==> config.mk <==
export PLATFORM = sky130hd
export DESIGN_NAME = instruction_fetch
export DESIGN_NICKNAME = d
export VERILOG_FILES = /design/src/rtl/instruction_fetch_pkg.sv /design/src/rtl/instruction_fetch_buffer.sv /design/src/rtl/instruction_fetch.sv
export SDC_FILE = /design/constraint.sdc
export NUM_CORES = 1
export LEC_CHECK = 0
export ABC_AREA = 1
export BUFFER_PORTS_ARGS = -buffer_cell sky130_fd_sc_hd__buf_2
export CAP_MARGIN = 25
export CELL_PAD_IN_SITES_DETAIL_PLACEMENT = 0
export CELL_PAD_IN_SITES_GLOBAL_PLACEMENT = 2
export CORE_AREA = 2 2 161 178
export CTS_BUF_LIST = sky130_fd_sc_hd__clkbuf_8
export DETAILED_ROUTE_END_ITERATION = 10
export DIE_AREA = 0 0 163 180
export PLACE_DENSITY = 0.78
export SYNTH_ARGS = -nofsm -noshare
export SYNTH_HDL_FRONTEND = slang
export SYNTH_SLANG_ARGS = --single-unit
==> constraint.sdc <==
create_clock -name clk -period 4.75 [get_ports clk]
set_input_delay 0.7125 -clock clk [delete_from_list [all_inputs] [get_ports clk]]
set_output_delay 0.7125 -clock clk [all_outputs]
set_load 0.005 [all_outputs]
==> src/rtl/instruction_fetch_pkg.sv <==
// -----------------------------------------------------------------------------
// instruction_fetch_pkg
//   Shared constants and types for the fetch front end.
//   PC_RESET        : first PC fetched after reset
//   INST_NOP        : instruction word presented when no instruction is valid
//   FETCH_BUF_DEPTH : number of fetch-buffer entries (fixed at 2)
//   fetch_entry_t   : one fetch-buffer entry, {pc, word}
//   next_pc()       : sequential successor of a PC (wraps mod 2^32)
// -----------------------------------------------------------------------------
package instruction_fetch_pkg;

    localparam logic [31:0] PC_RESET        = 32'h0000_3000;
    localparam logic [31:0] INST_NOP        = 32'h0000_0000;
    localparam int unsigned FETCH_BUF_DEPTH = 2;

    typedef struct packed {
        logic [31:0] pc;
        logic [31:0] word;
    } fetch_entry_t;

    function automatic logic [31:0] next_pc(input logic [31:0] pc);
        return pc + 32'd4;
    endfunction

endpackage

==> src/rtl/instruction_fetch_buffer.sv <==
// -----------------------------------------------------------------------------
// fetch_buffer
//   Two-entry FIFO of {pc, word} pairs between instruction memory and decode.
//   Ports:
//     clk, resetN  : clock, synchronous active-low reset
//     push         : write push_entry at the tail
//     push_entry   : {pc, word} to store
//     pop          : drop the head entry
//     clear        : discard all entries; wins over push and pop
//     full, empty  : occupancy flags
//     count        : number of valid entries (0..2)
//     head         : oldest entry, valid when !empty
// -----------------------------------------------------------------------------
module fetch_buffer
    import instruction_fetch_pkg::*;
(
    input  logic         clk,
    input  logic         resetN,
    input  logic         push,
    input  fetch_entry_t push_entry,
    input  logic         pop,
    input  logic         clear,
    output logic         full,
    output logic         empty,
    output logic [1:0]   count,
    output fetch_entry_t head
);

    fetch_entry_t entries [2];
    logic         rd_ptr;
    logic         wr_ptr;
    logic [1:0]   cnt;
    logic         do_push;
    logic         do_pop;

    assign do_pop  = pop && !empty;
    // A push into a full buffer is only legal if the head leaves in the same cycle.
    assign do_push = push && (!full || do_pop);

    always_ff @(posedge clk) begin
        if (!resetN || clear) begin
            rd_ptr <= 1'b0;
            wr_ptr <= 1'b0;
            cnt    <= 2'd0;
        end else begin
            if (do_push) wr_ptr <= ~wr_ptr;
            if (do_pop)  rd_ptr <= ~rd_ptr;
            cnt <= cnt + {1'b0, do_push} - {1'b0, do_pop};
        end
    end

    // Payload storage needs no reset: entries are only visible through cnt.
    always_ff @(posedge clk) begin
        if (resetN && !clear && do_push) begin
            entries[wr_ptr] <= push_entry;
        end
    end

    assign full  = (cnt == 2'd2);
    assign empty = (cnt == 2'd0);
    assign count = cnt;
    assign head  = entries[rd_ptr];

endmodule

==> src/rtl/instruction_fetch.sv <==
// -----------------------------------------------------------------------------
// instruction_fetch
//   Fetch front end: owns the architectural PC, issues instruction-memory reads
//   (at most one outstanding), buffers returned words and hands {pc, instruction}
//   pairs to decode. A redirect reloads the PC and discards wrong-path state.
//   Ports:
//     clk, resetN                 : clock, synchronous active-low reset
//     imemReqValid/Ready/Addr     : read request channel (word-aligned address)
//     imemRespValid/Data          : in-order read data, >=1 cycle after accept
//     redirectValid/redirectPC    : PC redirect from next-PC logic
//     instValid/instReady         : fetch-buffer head handshake with decode
//     instPC/instruction          : head entry; 0 / nop when instValid=0
//   Handshakes: a transfer happens on a rising edge where valid && ready. Once
//   imemReqValid is raised it stays high with a stable address until accepted;
//   only a redirect may change the address (or drop the request). A decode
//   transfer in a redirect cycle is cancelled: the buffer is flushed instead.
//   The FSM state is held in 'state' for observation.
// -----------------------------------------------------------------------------
module instruction_fetch
    import instruction_fetch_pkg::*;
#(
    parameter logic [31:0] RESET_PC  = PC_RESET,
    parameter int unsigned BUF_DEPTH = FETCH_BUF_DEPTH
) (
    input  logic        clk,
    input  logic        resetN,
    output logic        imemReqValid,
    input  logic        imemReqReady,
    output logic [31:0] imemReqAddr,
    input  logic        imemRespValid,
    input  logic [31:0] imemRespData,
    input  logic        redirectValid,
    input  logic [31:0] redirectPC,
    output logic        instValid,
    input  logic        instReady,
    output logic [31:0] instPC,
    output logic [31:0] instruction
);

    localparam logic [1:0] S_REQ  = 2'd0;
    localparam logic [1:0] S_WAIT = 2'd1;
    localparam logic [1:0] S_FULL = 2'd2;
    localparam logic [1:0] DEPTH  = BUF_DEPTH[1:0];

    logic [1:0]   state;
    logic [31:0]  fetch_pc;
    logic [31:0]  req_pc;
    logic         drop_pending;

    logic         req_valid;
    logic         accept;
    logic         push;
    logic         pop;
    logic         still_outstanding;
    logic [1:0]   count_next;
    logic         buf_full;
    logic         buf_empty;
    logic [1:0]   buf_count;
    fetch_entry_t buf_head;
    fetch_entry_t push_entry;
    logic         unused_redirect_lsbs;

    assign unused_redirect_lsbs = ^redirectPC[1:0];

    // All outputs are forced low while reset is asserted, whatever the state.
    assign req_valid    = resetN && (state == S_REQ);
    assign accept       = req_valid && imemReqReady;
    assign imemReqValid = req_valid;
    assign imemReqAddr  = req_valid ? fetch_pc : 32'h0;

    assign instValid    = resetN && !buf_empty;
    assign instPC       = instValid ? buf_head.pc   : 32'h0;
    assign instruction  = instValid ? buf_head.word : INST_NOP;

    assign pop  = instValid && instReady && !redirectValid;
    assign push = resetN && (state == S_WAIT) && imemRespValid && !drop_pending
                  && !redirectValid && (!buf_full || pop);
    assign push_entry = '{pc: req_pc, word: imemRespData};

    // Occupancy after this cycle's push/pop decides whether another read fits.
    assign count_next = buf_count + {1'b0, push} - {1'b0, pop};

    // A request is still in flight after this edge if we are waiting and its
    // data has not arrived yet, or if a new request is being accepted now. A
    // response arriving in a redirect cycle is simply discarded.
    assign still_outstanding = ((state == S_WAIT) && !imemRespValid) || accept;

    always_ff @(posedge clk) begin
        if (!resetN) begin
            state        <= S_REQ;
            fetch_pc     <= RESET_PC;
            req_pc       <= RESET_PC;
            drop_pending <= 1'b0;
        end else if (redirectValid) begin
            fetch_pc     <= {redirectPC[31:2], 2'b00};
            state        <= still_outstanding ? S_WAIT : S_REQ;
            drop_pending <= still_outstanding;
        end else begin
            case (state)
                S_REQ: begin
                    if (imemReqReady) begin
                        req_pc   <= fetch_pc;
                        fetch_pc <= next_pc(fetch_pc);
                        state    <= S_WAIT;
                    end
                end
                S_WAIT: begin
                    if (imemRespValid) begin
                        drop_pending <= 1'b0;
                        state        <= (count_next < DEPTH) ? S_REQ : S_FULL;
                    end
                end
                S_FULL: begin
                    if (pop) state <= S_REQ;
                end
                default: state <= S_REQ;
            endcase
        end
    end

    fetch_buffer u_fetch_buffer (
        .clk        (clk),
        .resetN     (resetN),
        .push       (push),
        .push_entry (push_entry),
        .pop        (pop),
        .clear      (redirectValid),
        .full       (buf_full),
        .empty      (buf_empty),
        .count      (buf_count),
        .head       (buf_head)
    );

endmodule

# Yosys cells after proc, flatten, opt, wreduce, memory -nomap -nowiden
# Memories as Yosys holds them, arrays and structs flattened. A register that Yosys moved wholly into a read port is not among the register bits.
# Index checks and enable logic that the tools add are counted.
# classes
add_sub_neg,5
magnitude_cmp,1
eq_ne,6
n_mux,20
n_bitwise,4
reduce_logical,37
# ops
cell,count
2-to-1 mux 32 bit,6
"adder 32 x 3 -> 32 bit, second input constant",1
logical AND 1 bit,15
2-to-1 mux 2 bit,5
"!= test 3 bit, second input constant",3
2-to-1 mux 1 bit,8
nonzero test 2 bit,4
logical NOT 1 bit,6
case mux 2 bit (3 select lines),1
AND reduction 2 bit,3
AND reduction 3 bit,2
adder 2 x 1 -> 2 bit,2
"equality test 2 bit, second input constant",2
logical NOT 2 bit,2
logical OR 1 bit,4
NOT 1 bit,4
subtractor 2 x 1 -> 2 bit,2
"equality test 2 x 1 -> 1 bit, second input constant",1
"< comparator 2 bit, second input constant",1
OR reduction 2 bit,1
# totals
register_bits,71
mem_bits_rw,128
in_bits,70
output_inout_bits,98
mem_count,1
# mem_list
memory,words,word_bits,rd,rd_clocked_by_memory_dff,write_ports,line_no,rtl
u_fetch_buffer.entries,2,64,1,1,1,instruction_fetch_buffer.sv:29,fetch_entry_t entries [2];

# Logic depth before layout (Yosys ltp)
# depth
ltp_word,14
depth_mapped,12
ltp_nobuf,12

# Cells and area by module
# From an unflattened synthesis, not the netlist that was laid out.
# hier_totals
hier_cells,954
area_unflattened_um2,9371.5
# modules_own_cells
mod,n_inst,cells_per_inst,area_per_inst_um2,seq_area_each_um2
fetch_buffer,1,246,5198.7,3943.8
instruction_fetch,1,708,4172.8,1261.2

# Worst setup path before layout
# Ideal clock, no wire load.
# synth_timing
kind,input-to-reg
start,input redirectValid
end,"memory u_fetch_buffer.entries[0][0] in the netlist's numbering, enable pin"
setup_time_ns,0.482
arrival_time_ns,4.041
required_ns,4.268
setup_slack_ns,0.226
cell_stages,6
path_cell_list,buf_2 -> nor2_4 -> nand2_1 -> nor3_2 -> nand2_1 -> nor2_1
# synth_via
elab_chain_cells,8
# synth_lines
item,line_no,rtl
"start, declared",instruction_fetch.sv:32,"input logic redirectValid,"
logical NOT 1 bit *,"instruction_fetch_buffer.sv:54, instruction_fetch.sv:75, instruction_fetch.sv:77",
logical AND 1 bit,instruction_fetch.sv:75,assign pop = instValid && instReady && !redirectValid;
logical OR 1 bit / logical AND 1 bit (equally long branches),"instruction_fetch.sv:77, instruction_fetch_buffer.sv:36",
logical AND 1 bit / logical OR 1 bit (equally long branches),"instruction_fetch.sv:77, instruction_fetch_buffer.sv:38",
logical AND 1 bit,instruction_fetch_buffer.sv:38,assign do_push = push && (!full || do_pop);
logical AND 1 bit *,instruction_fetch_buffer.sv:54,if (resetN && !clear && do_push) begin
2-to-1 mux 1 bit *,instruction_fetch_buffer.sv:54,
2-to-1 mux 1 bit (implied by the code) *,instruction_fetch_buffer.sv:55,entries[wr_ptr] <= push_entry;
"end, declared",instruction_fetch_buffer.sv:29,
# Every way passes the cells marked *; elsewhere a longest branch is shown, timed or not.

==> summary by stage <==
Layout
The number of inserted filler cells in the final layout is around 2900. Relative to the synthesized area, the layout overhead comes to 17.81%. Of the cells placed in the final design, the portion with a size suffix greater than 1 is 0.2738. The number of diodes added for antenna fixing is 0. The final layout contains ~1100 nets.

Clocking
The number of gates resized after CTS was 0. The clock reaches the later pin of the worst-skew pair after 460 ps. The CTS tree is built. Post-CTS timing repair inserted 0 buffers for setup.

Clock tree synthesis selected as its root buffer the cell sky130_fd_sc_hd__clkbuf_8. The quantity of hold-fixing buffers added after cts is 0. The clock sink total is 192. The worst-case clock buffer depth is 2. The H-tree was split into 4 levels.

The clock-pin transition on the worst setup and hold timing paths is 100 ps. Clock tree synthesis inserted a total of 17 buffers.

Route
Summed over all layers, the routed wires come to 22330 um. The first detailed-routing pass took 5 iterations. The routed via count is 6424. In this run the remaining antenna-violating nets after routing total 0. The final routed DRC violation total is 0. The per-cell routed wire length is 15.58 um.

Dividing the detail-routed via count by the number of cells gives 4.483. The iteration-0 DRC count of the detailed router is 385.

Synth
The number of instances in the synthesized netlist is 903. Of the total synthesized cell area, the portion taken by AND, OR, NAND and NOR gates is 0.1804. The xor/xnor cell area share of the yosys netlist is 0.007065. The portion of synthesized area spent on multiplexers is 0.08045. Yosys attributes the largest share of cell area to sky130_fd_sc_hd__edfxtp_1 43%, sky130_fd_sc_hd__dfxtp_1 16%, sky130_fd_sc_hd__nand2_1 8.4%.

The proportion of synthesized chip area in sequential cells is 0.5859. The post-synthesis sequential element count is 192. Of the post-synthesis cell area, the dominant cell type holds 0.4291.

The main combinational cell family by area after synthesis is simple AND/OR/NAND/NOR gates. The number of warnings issued by yosys is 0. The number of different library cells used by synthesis comes to 38. The cell taking the most area after synthesis is sky130_fd_sc_hd__edfxtp_1.

The average footprint of a synthesized cell is 9.611 um2. The mapped netlist covers a little under 9000 um2. The post-synthesis compound-gate area fraction was 0.06358.

Of the total synthesized cell area, the portion taken by full adders, half adders and majority gates is 0.005767.

Worst setup path
The critical path goes through buf_4, mux2_2, nand2_1, inv_1, buf_2. For this run, the slowest stage of the critical path takes around 700 ps. The start-to-end type of the worst setup path is register to output pin. The nature of the critical path endpoint is an output pin. The buffer and inverter count on the worst path is 3. The largest fanout on the critical path is 42.

Data arrives at the worst endpoint at 2400 ps. The master of the slowest instance on the critical path is sky130_fd_sc_hd__dfxtp_2. STA puts the critical path data required time at approximately 4000 ps. STA classifies the critical path startpoint as a register. The cell family with the largest share of critical-path delay is buffers and inverters.

Floorplanning
The area enclosed by the die boundary is just under 30000 um2. The row count is 64. The area of the core is 27630 um2. The horizontal die dimension is 163 um. The chip height is 180 um. The I/O pin total is around 170.

For this configuration, the core starts out at a cell density of 0.3141.

Global routing
Entering global routing, the biggest net connects 64 pins. For this run, the total global-route usage over all layers was measured as 0.1520. The total grt overflow is 0.

The number of global-route vias before repair is 6305. The global-route wire length before repair is 34540 um. The number of antenna violations at the first check in global routing is 0.

Placed design
The post-detailed-placement half-perimeter wirelength is around 16000 um. The congestion estimate from routability-driven global placement came to 0.8627. In this run the tool buffered the top-level ports with 161 buffer cells.

Status
The run finished with clean final reports.

Power
IR analysis of the VDD net gives a maximum drop of around 0.00013 V. The power per unit of standard cell area is about 300 nW/um2. Power comes to ~3.1 mW. The cell leakage power is ~4.5 nW.

Timing
For the pin with the worst max-slew slack, the measured transition is 659.8 ps. Between clock sinks in the finished design, the worst skew comes to about 15 ps. The number of max-slew violations in the final report is 0.

Headroom to the max-slew limit came out at 0.5602. The sum of negative setup slack is 0 ps. Setup repair after global routing left no endpoint under its margin. The total setup violations reported at the end of the flow is 0.

Timing would allow up to 321.6 MHz. The number of failing hold endpoints at the final stage was 0. The final clock period utilization by the worst path is 0.6545. The clock period could shrink to 3109 ps.

Run
Max-cap violations in this run came to 0.

Min path
The min-delay analysis places its worst path in the category input port to register.
[power by group]
part	switching, mW	total (mW)	internal (mW)
clock	0.623	1.02	0.396
combinational	0.153	0.237	0.0832
sequential	0.0380	1.86	1.82
[layout make-up]
cell class                      count  area (um2)  share of cell area
Multi-Input combinational cell    548        2954              0.2889
Inverter                          126       473.0             0.04626
Clock buffer                       18       247.7             0.02423
Sequential cell                   192        5086              0.4975
Clock inverter                     14       120.1             0.01175
Tap cell                          363       454.2             0.04443
Timing Repair Buffer              172       888.4             0.08689
[layout by cell type (no fill, tap or decap), types with 5 or more instances in the layout]
| cell | Yosys | layout |
|---|---|---|
| sky130_fd_sc_hd__o21ai_0 | 36 | 36 |
| sky130_fd_sc_hd__inv_2 | 6 | 6 |
| sky130_fd_sc_hd__nor2_1 | 109 | 108 |
| sky130_fd_sc_hd__nand4_1 | 5 | 5 |
| sky130_fd_sc_hd__buf_4 | 5 | 11 |
| sky130_fd_sc_hd__nand3_1 | 33 | 33 |
| sky130_fd_sc_hd__nor2_2 | 6 | 5 |
| sky130_fd_sc_hd__a21oi_1 | 43 | 43 |
| sky130_fd_sc_hd__nor3_1 | 6 | 6 |
| sky130_fd_sc_hd__nand2_1 | 195 | 195 |
| sky130_fd_sc_hd__a31oi_1 | 5 | 5 |
| sky130_fd_sc_hd__a211oi_1 | 6 | 6 |
| sky130_fd_sc_hd__edfxtp_1 | 124 | 124 |
| sky130_fd_sc_hd__clkbuf_8 | 0 | 18 |
| sky130_fd_sc_hd__buf_2 | 11 | 161 |
| sky130_fd_sc_hd__inv_1 | 120 | 120 |
| sky130_fd_sc_hd__inv_6 | 0 | 5 |
| sky130_fd_sc_hd__dfxtp_1 | 68 | 67 |
| sky130_fd_sc_hd__nor2_4 | 4 | 6 |
| sky130_fd_sc_hd__mux2_2 | 62 | 62 |
[stage by stage]
| stage | util | std cells | hold WS (ps) | instance area [um2] | setup slack [ps] |
|---|---|---|---|---|---|
| after floorplan | - | 906 | 420.3 | 8690 | 226.2 |
| after global placement | 0.3567 | 1401 | 430.8 | 9856 | 1661 |
| after detailed placement | 0.3567 | 1401 | 438.4 | 9856 | 1658 |
| after CTS | 0.3701 | 1433 | 395.1 | 10220 | 1516 |
| after global routing | 0.3701 | 1433 | 386.3 | 10220 | 1442 |
| final | 0.3701 | 1433 | 438.7 | 10220 | 1641 |
[sequential cells by signal (all words and copies together) (netlist names), named ones only]
register and count:
u_fetch_buffer.entries 124, fetch_pc 30, req_pc 30, state 2, u_fetch_buffer.count 2, drop_pending 1, u_fetch_buffer.rd_ptr 1, u_fetch_buffer.wr_ptr 1
[cells by family after synthesis]
group,count (synthesis)
adders and majority gates,4
AOI/OAI and AO/OA,101
other,1
DFF,192
xor gates and xnor gates,7
buffers and inverters,166
and+or+nand+nor,370
muxes,62
[synthesized netlist by cell type (all sizes together)]
cell type    n
conb         1
inv        126
a31oi        5
xnor2        3
o221ai       1
nand4        5
nand3       34
a22oi        3
nor3         8
o21ai       38
mux2        62
xor2         4
clkbuf      13
nand3b       1
nand2      199
nor4         1
a211oi       6
buf         27
a21oi       43
a221oi       1
nor2       121
dfxtp       68
o211ai       3
edfxtp     124
a21boi       1
ha           4
or2          1
[final timing paths]
| kind | startpoint | end | slack (ps) | cells past startpoint |
|---|---|---|---|---|
| max | register | instPC[14] | 1640 | 5 |
| min | imemRespData[29] | u_fetch_buffer.entries[1][29] | 440 | 1 |
| max reg2reg | u_fetch_buffer.count[1] | u_fetch_buffer.entries[0][6] | 2350 | 9 |
| min reg2reg | req_pc[21] | u_fetch_buffer.entries[1][53] | 460 | 0 |
[metal layers]
| metal | track usage | vias to the layer above | routed length [um] |
|---|---|---|---|
| li1 | - | 3262 | - |
| met1 | 0.1987 | 2998 | 10420 |
| met2 | 0.2607 | 152 | 10770 |
| met3 | 0.02630 | 12 | 877 |
| met4 | 0.03717 | 0 | 261 |
| met5 | 0 | - | 0 |
(Power assumes the default switching activity.)
